**config.mk**
```make
export PLATFORM = sky130hd
export DESIGN_NAME = inst_queue_flat
export DESIGN_NICKNAME = d
export VERILOG_FILES = /design/src/rtl/inst_queue_if.sv /design/src/rtl/inst_queue.sv /design/src/flat_wrapper.sv
export SDC_FILE = /design/constraint.sdc
export NUM_CORES = 1
export LEC_CHECK = 0
export BUFFER_PORTS_ARGS = -buffer_cell sky130_fd_sc_hd__buf_2
export CORE_ASPECT_RATIO = 1.25
export CORE_MARGIN = 4
export CORE_UTILIZATION = 35
export CTS_CLUSTER_DIAMETER = 200
export DETAILED_ROUTE_END_ITERATION = 8
export GPL_ROUTABILITY_DRIVEN = 0
export RECOVER_POWER = 50
export SETUP_SLACK_MARGIN = 0.1
export SLEW_MARGIN = 20
export SYNTH_ARGS = -nofsm -noshare
export SYNTH_HDL_FRONTEND = slang
export SYNTH_SLANG_ARGS = --single-unit
```
**constraint.sdc**
```tcl
create_clock -name clk -period 4.5 [get_ports clk]
set_input_delay 0.675 -clock clk [delete_from_list [all_inputs] [get_ports clk]]
set_output_delay 0.675 -clock clk [all_outputs]
set_load 0.05 [all_outputs]
```
**src/rtl/inst_queue_if.sv**
```systemverilog
// rtl/inst_queue_if.sv - fetch/decode handshake bundle for the instruction queue
interface inst_queue_if #(
    parameter int DEPTH = 4
);
    logic                     flush;
    logic                     in_valid;
    logic [31:0]              in_pc;
    logic [31:0]              in_inst;
    logic                     in_stop;
    logic                     out_valid;
    logic [31:0]              out_pc;
    logic [31:0]              out_inst;
    logic                     out_ready;
    logic [$clog2(DEPTH):0]   count;

    // slave is the queue itself; master is the surrounding fetch/decode side
    modport slave (
        input  flush, in_valid, in_pc, in_inst, out_ready,
        output in_stop, out_valid, out_pc, out_inst, count
    );

    modport master (
        output flush, in_valid, in_pc, in_inst, out_ready,
        input  in_stop, out_valid, out_pc, out_inst, count
    );
endinterface

```
**src/rtl/inst_queue.sv**
```systemverilog
// rtl/inst_queue.sv - fetch-to-decode instruction FIFO with full stop and redirect flush
module inst_queue #(
    parameter int          DEPTH    = 4,
    parameter logic [31:0] NOP_INST = 32'h0000_0013
) (
    input  logic          clk,
    input  logic          rst_n,
    inst_queue_if.slave   q
);
    localparam int             PW   = $clog2(DEPTH);
    localparam int             CW   = PW + 1;
    localparam logic [CW-1:0]  FULL = CW'(DEPTH);

    logic [31:0]   pc_mem   [DEPTH];
    logic [31:0]   inst_mem [DEPTH];
    logic [PW-1:0] wr_ptr;
    logic [PW-1:0] rd_ptr;
    logic [CW-1:0] count;
    logic          full;
    logic          empty;
    logic          push;
    logic          pop;

    // full/empty come from registered count only, so no in->out combinational path
    assign full  = (count == FULL);
    assign empty = (count == '0);
    assign push  = q.in_valid & ~full & ~q.flush;
    assign pop   = ~empty & q.out_ready & ~q.flush;

    // storage is deliberately left unreset; out_valid masks stale contents
    always_ff @(posedge clk) begin
        if (push) begin
            pc_mem[wr_ptr]   <= q.in_pc;
            inst_mem[wr_ptr] <= q.in_inst;
        end
    end

    always_ff @(posedge clk or negedge rst_n) begin
        if (!rst_n) begin
            wr_ptr <= '0;
            rd_ptr <= '0;
            count  <= '0;
        end else if (q.flush) begin
            wr_ptr <= '0;
            rd_ptr <= '0;
            count  <= '0;
        end else begin
            if (push) begin
                wr_ptr <= wr_ptr + PW'(1);
            end
            if (pop) begin
                rd_ptr <= rd_ptr + PW'(1);
            end
            case ({push, pop})
                2'b10:   count <= count + CW'(1);
                2'b01:   count <= count - CW'(1);
                default: count <= count;
            endcase
        end
    end

    assign q.in_stop   = full;
    assign q.out_valid = ~empty;
    assign q.out_pc    = empty ? 32'h0    : pc_mem[rd_ptr];
    assign q.out_inst  = empty ? NOP_INST : inst_mem[rd_ptr];
    assign q.count     = count;
endmodule

```
**src/flat_wrapper.sv**
```systemverilog
// flat-port wrapper written by rule: the top's interface ports become plain ports
module inst_queue_flat 
#(
    parameter int          DEPTH    = 4,
    parameter logic [31:0] NOP_INST = 32'h0000_0013
)
  (clk, rst_n, q_flush, q_in_valid, q_in_pc, q_in_inst, q_out_ready, q_in_stop, q_out_valid, q_out_pc, q_out_inst, q_count);
  inst_queue_if #(.DEPTH(DEPTH)) q_i ();
  input  logic clk;
  input  logic rst_n;
  input wire logic [$bits(q_i.flush)-1:0] q_flush;
  input wire logic [$bits(q_i.in_valid)-1:0] q_in_valid;
  input wire logic [$bits(q_i.in_pc)-1:0] q_in_pc;
  input wire logic [$bits(q_i.in_inst)-1:0] q_in_inst;
  input wire logic [$bits(q_i.out_ready)-1:0] q_out_ready;
  output wire logic [$bits(q_i.in_stop)-1:0] q_in_stop;
  output wire logic [$bits(q_i.out_valid)-1:0] q_out_valid;
  output wire logic [$bits(q_i.out_pc)-1:0] q_out_pc;
  output wire logic [$bits(q_i.out_inst)-1:0] q_out_inst;
  output wire logic [$bits(q_i.count)-1:0] q_count;
  assign q_i.flush = q_flush;
  assign q_i.in_valid = q_in_valid;
  assign q_i.in_pc = q_in_pc;
  assign q_i.in_inst = q_in_inst;
  assign q_i.out_ready = q_out_ready;
  assign q_in_stop = q_i.in_stop;
  assign q_out_valid = q_i.out_valid;
  assign q_out_pc = q_i.out_pc;
  assign q_out_inst = q_i.out_inst;
  assign q_count = q_i.count;
  inst_queue #(.DEPTH(DEPTH), .NOP_INST(NOP_INST)) u_core (.clk(clk), .rst_n(rst_n), .q(q_i));
endmodule
```
# Yosys cells after proc, flatten, opt, wreduce, memory -nomap -nowiden
# Memory sizes are Yosys's and may differ from the RTL's.
# Index checks and enable logic that the tools add are counted.
# totals
out_inout_bits	69
elab_cells	33
mem_bits_rw	256
in_bits	69
mem_count	2
regBits	7
# memory_table
memory	words	word_bits	rd	rd_ports_with_merged_regs	wr	line	text
u_core.inst_mem	4	32	1	0	1	inst_queue.sv:15	logic [31:0] inst_mem [DEPTH];
u_core.pc_mem	4	32	1	0	1	inst_queue.sv:14	logic [31:0] pc_mem [DEPTH];
# op_classes
eq_ne	3
n_addsub	4
bitwise	7
reduce_logical	4
n_mux	10
# op_table
cell	n
two-way mux 32 bit	2
two-way mux 2 bit	4
case mux 3 bit (2 select lines)	1
adder 2 x 1 -> 2 bit, second input constant	2
AND 1 bit	4
nonzero test 2 bit	2
adder 3 x 1 -> 3 bit, second input constant	1
== test 3 bit, second input constant	1
logical NOT 3 bit	1
two-way mux 3 bit	1
inverter 1 bit	3
nonzero test 3 bit	1
subtractor 3 x 1 -> 3 bit, second input constant	1
== test 2 x 1 -> 1 bit, second input constant	1
== test 2 bit, second input constant	1
two-way mux 1 bit	2

# Longest topological paths before layout
# Gate-level depths: netlist of run 1.
# logic_depth
word_depth	7
ltp_mapped	12
depth_no_buf	11

# Worst setup path before layout of run 1
# OpenSTA, ideal clock, no wires.
# synth_timing
path_type	reg2reg
from	register u_core.count[1], in the netlist u_core.q.count[1]
to	memory u_core.inst_mem[0][0], enable pin
setup_time_ps	429
synth_period_minus_slack_ps	3148
n_path_buf	1
t_required_ps	4071
setup_slack_ps	1352
arrival_time_ps	2719
path_stages_with_launch	5
cell_sequence	dfrtp_1 buf_2 o31ai_2 nor2_1 and2_1
# synth_between
elab_chain_len	6
# synth_lines
item	line	text
start, declared	inst_queue.sv:18	logic [CW-1:0] count;
start signal, assigned	inst_queue.sv:55	2'b10: count <= count + CW'(1);
start signal, assigned	inst_queue.sv:56	2'b01: count <= count - CW'(1);
start signal, assigned	inst_queue.sv:57	default: count <= count;
== test 3 bit	inst_queue.sv:25	assign full = (count == FULL);
inverter 1 bit	inst_queue.sv:27	assign push = q.in_valid & ~full & ~q.flush;
AND 1 bit (2 in a row)	inst_queue.sv:27	
two-way mux 1 bit	inst_queue.sv:32	if (push) begin
two-way mux 1 bit (not written as such)	inst_queue.sv:34	inst_mem[wr_ptr] <= q.in_inst;
end, declared	inst_queue.sv:15	
# Every way passes these cells.

# Final worst setup path of run 1
# layout_timing
from	register u_core.count[1], in the netlist u_core.q.count[1]
to	output q_out_inst[19]
# layout_between
elab_chain_len	2
# layout_lines
item	line	text
logical NOT 3 bit	inst_queue.sv:26	assign empty = (count == '0);
two-way mux 32 bit	inst_queue.sv:65	assign q.out_inst = empty ? NOP_INST : inst_mem[rd_ptr];
end, declared	flat_wrapper.sv:19	output wire logic [$bits(q_i.out_inst)-1:0] q_out_inst;
# Every way passes these cells.

==> qor.txt, run 1 <==
Post-Syn Area = 10200 um^2
Min-Delay Path Class = in2reg
Cell variety after synth = 34
PwrDens = 500 nW/um^2
status = finished with violations
fin cells = 1027
number of flops mapped to enable cells by yosys = 256
Seq cells post-synth = 263
Relative slew margins = -24.7%
CP endpoint kind = primary output
Slew Viols, Final = 195
Worst-Margin Slew = 1870 ps
PortBufs = 137
count leader, synth = edfxtp_1
Die ar. = 32000 um^2
first-pass GRT wire length = 32400 um
Leakage = 0.00395 uW
die span in x = 161 um
post-synth top area cell = edfxtp_1
Final Cycle Share = 84.0%
unrepaired setup endpoints after global routing = no
delay of the slowest cell on the worst path = 730 ps
WP data arrival = 3110 ps
worst vdd ir = 0.292 mV
Num CTS Buffers = 27
final setup vio count = 0
DR WL/cell = 20.4 um
Synth Flop Type = edfxtp_1
MaxCap Viol Count = 3
Post-Synthesis Cells = 472
Root Buffer = clkbuf_16
Filler cells = 2557
drt initial violations = 388
Worst-Skew Late Latency = 520 ps
failing checks = max-capacitance violations, max-slew violations
Overall Global Routing Usage = 13.0%
Max Clock Freq = 264 MHz
FF-to-FF setup slack = 1210 ps
IO Pins = 138
WP data required = 3830 ps
hold depth = 1
HPWL Detailed = 12200 um
worst-case reg-to-reg path depth = 11
leading post-synthesis cells by cell area = edfxtp_1, mux4_2, and2_1
Critical Path, Cell by Cell = nor2_1 -> inv_2 -> nor2_2 -> inv_1 -> buf_4 -> and2_1 -> buf_2
diode count = 0
largest fanout on the critical path = 33
Layout Nets = 691
placed insts = 977
CTS sink count = 263
Remaining Overflow, GRT = 0
Fin. Hold Viols = 0
H-tree lvl count = 1
top cells by count, synth = edfxtp_1, and2_1, mux4_2
post-CTS setup buffers = 0
Vias per Instance = 4.80
Area growth syn-to-layout = 18.2%
Min Clock Period, post-route = 3780 ps
fraction of layout cells with a size suffix above 1 = 28.6%
CTS tree = done
Syn Area/Cell = 21.6 um^2
FP Rows = 69
Async S/R FF share, synth = 2.66%
syn nets = 546
DR DRC count = 0
drt first pass iters = 4
core footprint = 28600 um^2
initial antenna violation count = 2
number of global-route vias before repair = 5658
Worst path slowest cell = inv_1
clock skew = 8.80 ps
crit start category = flip-flop
starting density of the core = 35.8%
routed via count = 4932
clk buf depth = 3
sequential area share after synthesis = 77.0%
clk slew on worst S/H paths = 60 ps
Setup CP Type = reg2out
Post-DRT Antenna Nets = 0
Tot Pwr = 6030 uW
Post-Route Setup TNS = 0 ps
Yosys top cell area share = 75.2%
die height = 199 um
Detailed Route WL = 21000 um
largest net degree at the start of global routing = 66
Syn. warnings = 0
through the flow:
| stage | hold WS (ps) | cell area [um^2] | setup slack (ps) | utilization [%] |
|---|---|---|---|---|
| 3_3_place_gp | 516 | 11300 | 1640 | 39.5 |
| 5_1_grt | 411 | 12100 | 432 | 42.3 |
| 3_5_place_dp | 539 | 11300 | 1480 | 39.5 |
| 2_1_floorplan | 379 | 10200 | 1350 | - |
| 6_report | 415 | 12100 | 719 | 42.3 |
| 4_1_cts | 341 | 12200 | 975 | 42.6 |
cell usage in the layout (no fill, tap or decap), types with 2 or more instances in the layout:
cell type  synthesis  final
bufinv_16          0      2
clkbuf_1           8     75
dfrtp_1            7      5
clkinv_1           0      4
buf_4              0      2
ha_1               4      4
and2_1            66     62
edfxtp_1         256    256
and2_2             0      3
inv_1              2      4
nor3b_1            2      2
or2_1              3      3
clkbuf_16          0     27
a21oi_1            5      5
nand2_1            2      2
nand2b_1           2      2
buf_2             11     69
dfrtp_4            0      2
clkinv_2           0      4
xor2_1             2      2
o21ai_0            3      3
nor2_1            11     11
clkbuf_8           0      4
mux4_2            64     64
where the power goes:
part           switching (uW)  total (uW)  internal (uW)
sequential               47.7        2840           2790
combinational             726        1050            323
clock                     867        2150           1280
repair_timing:
item / in CTS / in global routing
hold buffers: 1 / 0
endpoints found under the hold margin: 7 / 0
gates resized for setup: 0 / 0
final timing paths:
check	from	to
worst min register to register	u_core.wr_ptr[1]$_DFFE_PN0P_	u_core.wr_ptr[1]$_DFFE_PN0P_
worst max register to register	u_core.q.count[1]$_DFFE_PN0P_	u_core.q.count[1]$_DFFE_PN0P_
min in group asynchronous	rst_n	u_core.q.count[1]$_DFFE_PN0P_
worst min-delay path	q_in_pc[21]	u_core.pc_mem[2][21]$_DFFE_PP_
max in group asynchronous	rst_n	u_core.rd_ptr[1]$_DFFE_PN0P_
worst max-delay path	u_core.q.count[1]$_DFFE_PN0P_	q_out_inst[19]
critical path: cells and delay by family (launching register included):
kind	cells	cell delay (ps)
flip-flops	1	540
AND/OR/NAND/NOR	3	430
buffers and inverters	4	1580
flip-flops by register name, indices dropped and copies added, names as in the netlist:
register and count:
u_core.inst_mem 128, u_core.pc_mem 128, u_core.wr_ptr 2, u_core.rd_ptr 2, u_core.q.count 3
routing by layer:
metal	global-route usage (%)	wire (um)	vias up
li1	-	-	2193
met1	15.1	8080	2592
met2	24.0	11200	110
met3	3.21	1210	33
met4	3.29	394	4
met5	0	27	-
cells by family (layout without fill, tap and decap cells):
family | after synthesis | in the layout | share of synthesized area, %
DFF | 263 | 263 | 77.0
xor gates and xnor gates | 3 | 3 | 0.257
buffers and inverters | 30 | 195 | 1.60
and+or+nand+nor | 89 | 89 | 5.13
muxes | 66 | 66 | 14.3
adders and majority gates | 5 | 5 | 0.686
AOI/OAI and AO/OA | 16 | 16 | 1.04
final cells by class:
| class | instances | area, um^2 | share of cell area (%) |
|---|---|---|---|
| repair buffers | 141 | 646 | 5.35 |
| flip-flops and latches | 263 | 7870 | 65.2 |
| multi-input cells | 179 | 2190 | 18.1 |
| clock buffers | 38 | 757 | 6.27 |
| well taps | 390 | 488 | 4.04 |
| inverters | 5 | 18.8 | 0.155 |
| clock inverters | 11 | 104 | 0.860 |
Note: power is estimated with default switching activity, not from simulation.
==> run 2: changes to the inputs <==
==> constraint.sdc (replaced) <==
create_clock -name clk -period 3.5 [get_ports clk]
set_input_delay 0.525 -clock clk [delete_from_list [all_inputs] [get_ports clk]]
set_output_delay 0.525 -clock clk [all_outputs]
set_load 0.05 [all_outputs]
==> qor.txt, run 2 (same netlist as run 1, synthesis figures left out) <==
NetSw = 2080 uW (+27%)
drt first pass iters = 4 (unchanged)
first-pass GRT wire length = 31700 um (-2.1%)
Leakage = 0.00397 uW (+0.56%)
Setup crit start = u_core.q.count[1]$_DFFE_PN0P_
diode count = 0 (unchanged)
initial antenna violation count = 0 (-2)
Worst-Margin Slew = 1240 ps (-629 ps)
routed via count = 4937 (+0.10%)
DR DRC count = 0 (unchanged)
Worst-Skew Late Latency = 520 ps (about the same)
Seq pwr share = 48.3% (+1.3 points)
WP data required = 2970 ps (-860 ps)
Setup CP Type = reg2out
DR WL/cell = 19.8 um (-2.8%)
WP data arrival = 2560 ps (-550 ps)
sw frac = 27.5% (+0.35 points)
die height = 199 um (unchanged)
Min-Delay Path Class = in2reg
register area = 7870 um^2 (unchanged)
Min Clock Period, post-route = 3090 ps
crit start category = flip-flop
Area growth syn-to-layout = 18.4%
Layout Utilization = 42.3% (+0.088 points)
largest net degree at the start of global routing = 64 (-3.0%)
Remaining Overflow, GRT = 0 (unchanged)
crit path to = q_out_pc[2]
starting density of the core = 35.8% (unchanged)
Overall Global Routing Usage = 12.7% (-0.24 points)
CTS tree = done
Detailed Route WL = 20400 um (-2.4%)
MaxCap Viol Count = 0 (-3)
FF-to-FF setup slack = 640 ps (-570 ps)
worst vdd ir = 0.453 mV (+55%)
Clock Power Share = 33.6% (-2.0 points)
Layout Nets = 698 (+1.0%)
fraction of layout cells with a size suffix above 1 = 29.6% (+1.1 points)
largest registers = u_core.inst_mem (128), u_core.pc_mem (128), u_core.q.count (3)
die span in x = 161 um (unchanged)
CTS resizes = 0 (unchanged)
Root Buffer = clkbuf_16
Max Clock Freq = 324 MHz
unrepaired setup endpoints after global routing = no
core footprint = 28600 um^2 (unchanged)
CTS sink count = 263 (unchanged)
Vias per Instance = 4.79 (-0.29%)
Slew Viols, Final = 0 (-100%)
HPWL Detailed = 12600 um (+3.5%)
Internal Power = 5460 uW (+24%)
PortBufs = 137 (unchanged)
commonest non-fill, non-tap cell in the layout = edfxtp_1
commonest cells after routing, fill and taps aside = edfxtp_1, buf_2, clkbuf_1
reg-to-reg startpoint = u_core.q.count[2]$_DFFE_PN0P_
Filler cells = 2525 (-1.3%)
clock skew = 14.3 ps (+5.54 ps)
Reg2Reg Capture Point = u_core.inst_mem[3][31]$_DFFE_PP_
drt initial violations = 165 (-57%)
largest fanout on the critical path = 63 (+91%)
H-tree lvl count = 1 (unchanged)
Fin. Hold Viols = 0 (unchanged)
FP Rows = 69 (unchanged)
Gate power share = 18.1% (+0.7 points)
Post-Route Setup TNS = 0 ps (unchanged)
Die ar. = 32000 um^2 (unchanged)
Num CTS Buffers = 25 (-7.4%)
clk buf depth = 3 (unchanged)
Post-DRT Antenna Nets = 0 (unchanged)
PwrDens = 623 nW/um^2 (+25%)
number of global-route vias before repair = 5546 (-2.0%)
Final Cycle Share = 88.2%
Relative slew margins = 17.2% (+42 points)
multi-input logic area = 2190 um^2 (about the same)
clk slew on worst S/H paths = 60 ps (about the same)
CP endpoint kind = primary output
status = finished, final reports clean
worst-case reg-to-reg path depth = 5 (-6)
IO Pins = 138 (unchanged)
final setup vio count = 0 (unchanged)
run 2: cell types whose count changed in the layout (fill, tap and decap cells not counted), moves of 2 or more:
cell	before	now
and2_1	62	64
and2_2	3	0
buf_12	1	5
buf_2	69	72
buf_4	2	7
clkbuf_1	75	69
clkbuf_16	27	25
clkbuf_8	4	0
clkinv_2	4	6
run 2: how the worst min path moves through the flow:
stage | startpoint | endpoint | slack, ps | depth (start not counted)
final | q_in_pc[5] | u_core.pc_mem[3][5]$_DFFE_PP_ | 270 | 1
after global routing | q_in_inst[4] | u_core.inst_mem[3][4]$_DFFE_PP_ | 250 | 1
after CTS | q_in_inst[4] | u_core.inst_mem[0][4]$_DFFE_PP_ | 190 | 1
after detailed placement | rst_n | u_core.q.count[0]$_DFFE_PN0P_ | 400 | 1
after global placement | rst_n | u_core.q.count[0]$_DFFE_PN0P_ | 400 | 1
after floorplan | rst_n | u_core.q.count[0]$_DFFE_PN0P_ | 230 | 0
run 2: power by group through the flow:
stage               sequential (uW)  combinational, uW  clock (uW)
finish                         3650               1360        2530
global route                   3660               1460        2760
CTS                            3650               1410        2620
detailed placement             3720               1410           0
global placement               3710               1390           0
floorplan                      3690               1050           0
run 2: what timing repair did:
action | CTS | global route
buffers inserted | 0 | 0
hold buffers | 1 | 0
endpoints found under the hold margin | 7 | 0
run 2: per-stage QoR:
step | instances | total power [uW] | hold slack, ps | setup slack [ps] | area (um^2)
2_1_floorplan | 472 | 4730 | 229 | 352 | 10200
3_3_place_gp | 986 | 5100 | 395 | 923 | 11400
3_5_place_dp | 986 | 5120 | 398 | 836 | 11400
4_1_cts | 1031 | 7680 | 188 | 319 | 12200
5_1_grt | 1031 | 7870 | 252 | 149 | 12100
6_report | 1031 | 7540 | 269 | 413 | 12100
run 2: metal layers:
metal,up-vias,GRT usage (%),part of all wire [%]
met1,2594,15.3,40
met4,0,3.29,1.6
met5,-,0,0
met3,22,2.47,5.0
li1,2213,-,-
met2,108,23.6,53
run 2: worst max-delay path, stage by stage, from the launching register on:
cell,delay [ps]
dfrtp_1,560
nor2_1,130
inv_2,100
nor2_2,80
inv_2,80
buf_4,500
and2_1,270
buf_2,290
run 2: cell type report:
| cell class | count | area share (%) |
|---|---|---|
| flip-flops and latches | 263 | 65.0 |
| multi-input cells | 179 | 18.1 |
| repair buffers | 150 | 6.34 |
| clock buffers | 29 | 5.29 |
| well taps | 390 | 4.03 |
| clock inverters | 15 | 1.03 |
| inverters | 5 | 0.155 |
==> run 3: changes to the inputs <==
==> constraint.sdc (replaced) <==
create_clock -name clk -period 3.5 [get_ports clk]
set_input_delay 0.525 -clock clk [delete_from_list [all_inputs] [get_ports clk]]
set_output_delay 0.525 -clock clk [all_outputs]
set_load 0.01 [all_outputs]
==> qor.txt, run 3 (same netlist as run 1, synthesis figures left out) <==
Gate power share = 12.2% (-5.9 points)
Internal Power = 5710 uW (+4.6%)
number of global-route vias before repair = 5544 (-0.036%)
drt first pass iters = 4 (unchanged)
Min-Delay Path Class = in2reg
initial antenna violation count = 3 (+3)
Worst path slowest cell = and2_1
Clock Power Share = 38.7% (+5.1 points)
CTS sink count = 263 (unchanged)
Seq pwr share = 49.2% (+0.9 points)
CTS resizes = 0 (unchanged)
grt met1 use = 14.9% (-0.34 points)
delay of the slowest cell on the worst path = 1350 ps (+790 ps)
DR WL/cell = 20.5 um (+3.3%)
commonest cells after routing, fill and taps aside = edfxtp_1, clkbuf_1, buf_2
Fin. Hold Viols = 0 (unchanged)
status = finished with violations
unrepaired setup endpoints after global routing = no
Vias per Instance = 4.78 (-0.19%)
Layout Nets = 696 (-0.29%)
WP data required = 3710 ps (+740 ps)
Post-Route Setup TNS = 0 ps (unchanged)
sw frac = 23.0% (-4.5 points)
worst vdd ir = 0.403 mV (-11%)
Slew Viols, Final = 31 (+31)
Num CTS Buffers = 27 (+8.0%)
drt initial violations = 228 (+38%)
Critical Path, Cell by Cell = inv_1 -> o31ai_1 -> nor2_1 -> and2_1 -> buf_12
crit start category = flip-flop
MaxCap Viol Count = 1 (+1)
Max Clock Freq = 321 MHz (-0.76%)
Post-DRT Antenna Nets = 0 (unchanged)
IO Pins = 138 (unchanged)
Leakage = 0.00400 uW (+0.85%)
DR DRC count = 0 (unchanged)
first-pass GRT wire length = 32300 um (+1.8%)
largest fanout on the critical path = 34 (-46%)
Filler cells = 2524 (-0.040%)
Worst-Skew Late Latency = 530 ps (about the same)
cell type group with the largest total delay on the critical path = simple AND/OR/NAND/NOR gates
Worst-Margin Slew = 1760 ps (+519 ps)
HPWL Detailed = 12700 um (+1.1%)
WP data arrival = 3320 ps (+760 ps)
CP bufs+invs = 2 (-2)
NetSw = 1710 uW (-18%)
register area = 7870 um^2 (unchanged)
H-tree lvl count = 1 (unchanged)
met3 usage = 3.13% (+0.66 points)
largest net degree at the start of global routing = 64 (unchanged)
Layout Utilization = 42.7% (+0.39 points)
clock skew = 8.45 ps (-5.89 ps)
largest registers = u_core.inst_mem (128), u_core.pc_mem (128), u_core.q.count (3)
commonest non-fill, non-tap cell in the layout = edfxtp_1
fraction of layout cells with a size suffix above 1 = 29.7% (+0.063 points)
PwrDens = 608 nW/um^2 (-2.5%)
clk buf depth = 3 (unchanged)
PortBufs = 137 (unchanged)
Remaining Overflow, GRT = 0 (unchanged)
met2 usage = 25.1% (+1.5 points)
Root Buffer = clkbuf_16
Final Cycle Share = 88.9% (+0.68 points)
Tot Pwr = 7420 uW (-1.6%)
multi-input logic area = 2190 um^2 (unchanged)
core footprint = 28600 um^2 (unchanged)
hold_ws = 251 ps (-18.3 ps)
routed via count = 4937 (unchanged)
starting density of the core = 35.8% (unchanged)
Detailed Route WL = 21200 um (+3.6%)
CP endpoint kind = flip-flop
clk slew on worst S/H paths = 60 ps (about the same)
Setup CP Type = reg2reg
die height = 199 um (unchanged)
Min Clock Period, post-route = 3110 ps (+23.7 ps)
Area growth syn-to-layout = 19.5%
Die ar. = 32000 um^2 (unchanged)
failing checks = max-capacitance violations, max-slew violations
CTS tree = done
die span in x = 161 um (unchanged)
GR peak layer = met2
Relative slew margins = -17.4% (-35 points)
final setup vio count = 0 (unchanged)
FP Rows = 69 (unchanged)
Overall Global Routing Usage = 13.1% (+0.42 points)
diode count = 0 (unchanged)
run 3: repair_timing:
item | 4_1_cts | 5_1_grt
hold endpoints to repair | 7 | 0
setup buffers | 0 | 0
hold buffers | 1 | 0
run 3: metrics by stage:
| step | instances | setup WS (ps) | area, um^2 |
|---|---|---|---|
| 6_report | 1033 | 389 | 12200 |
| 5_1_grt | 1033 | 131 | 12200 |
| 4_1_cts | 1033 | 372 | 12300 |
| 3_5_place_dp | 982 | 834 | 11400 |
| 3_3_place_gp | 982 | 977 | 11400 |
| 2_1_floorplan | 472 | 582 | 10200 |
run 3: path summary, 6_finish.rpt:
kind                                                     from                        endpoint  slack (ps)  depth (start not counted)
worst max-delay path            u_core.q.count[2]$_DFFE_PN0P_  u_core.pc_mem[3][28]$_DFFE_PP_         390                          5
worst min register to register   u_core.wr_ptr[1]$_DFFE_PN0P_    u_core.wr_ptr[1]$_DFFE_PN0P_         650                          2
min in group asynchronous                               rst_n    u_core.wr_ptr[0]$_DFFE_PN0P_         460                          2
worst max register to register  u_core.q.count[2]$_DFFE_PN0P_  u_core.pc_mem[3][28]$_DFFE_PP_         390                          5
worst min-delay path                              q_in_pc[19]  u_core.pc_mem[0][19]$_DFFE_PP_         250                          1
max in group asynchronous                               rst_n    u_core.rd_ptr[1]$_DFFE_PN0P_        2700                          2
run 3: cell type report:
cell class	count	share of cell area, %
clock inverters	21	1.76
well taps	390	4.00
inverters	5	0.154
multi-input cells	179	17.9
flip-flops and latches	263	64.5
repair buffers	146	6.11
clock buffers	29	5.59
run 3: power groups by stage:
stage / logic [uW] / registers (uW) / clock network [uW]
global route: 1000 / 3660 / 3090
CTS: 950 / 3650 / 2950
floorplan: 611 / 3670 / 0
detailed placement: 944 / 3720 / 0
finish: 904 / 3650 / 2870
global placement: 932 / 3710 / 0
run 3: metal layers:
layer,part of all wire [%],vias to the layer above
li1,-,2208
met1,39,2583
met2,55,118
met3,5.2,24
met4,1.3,4
met5,0.13,-
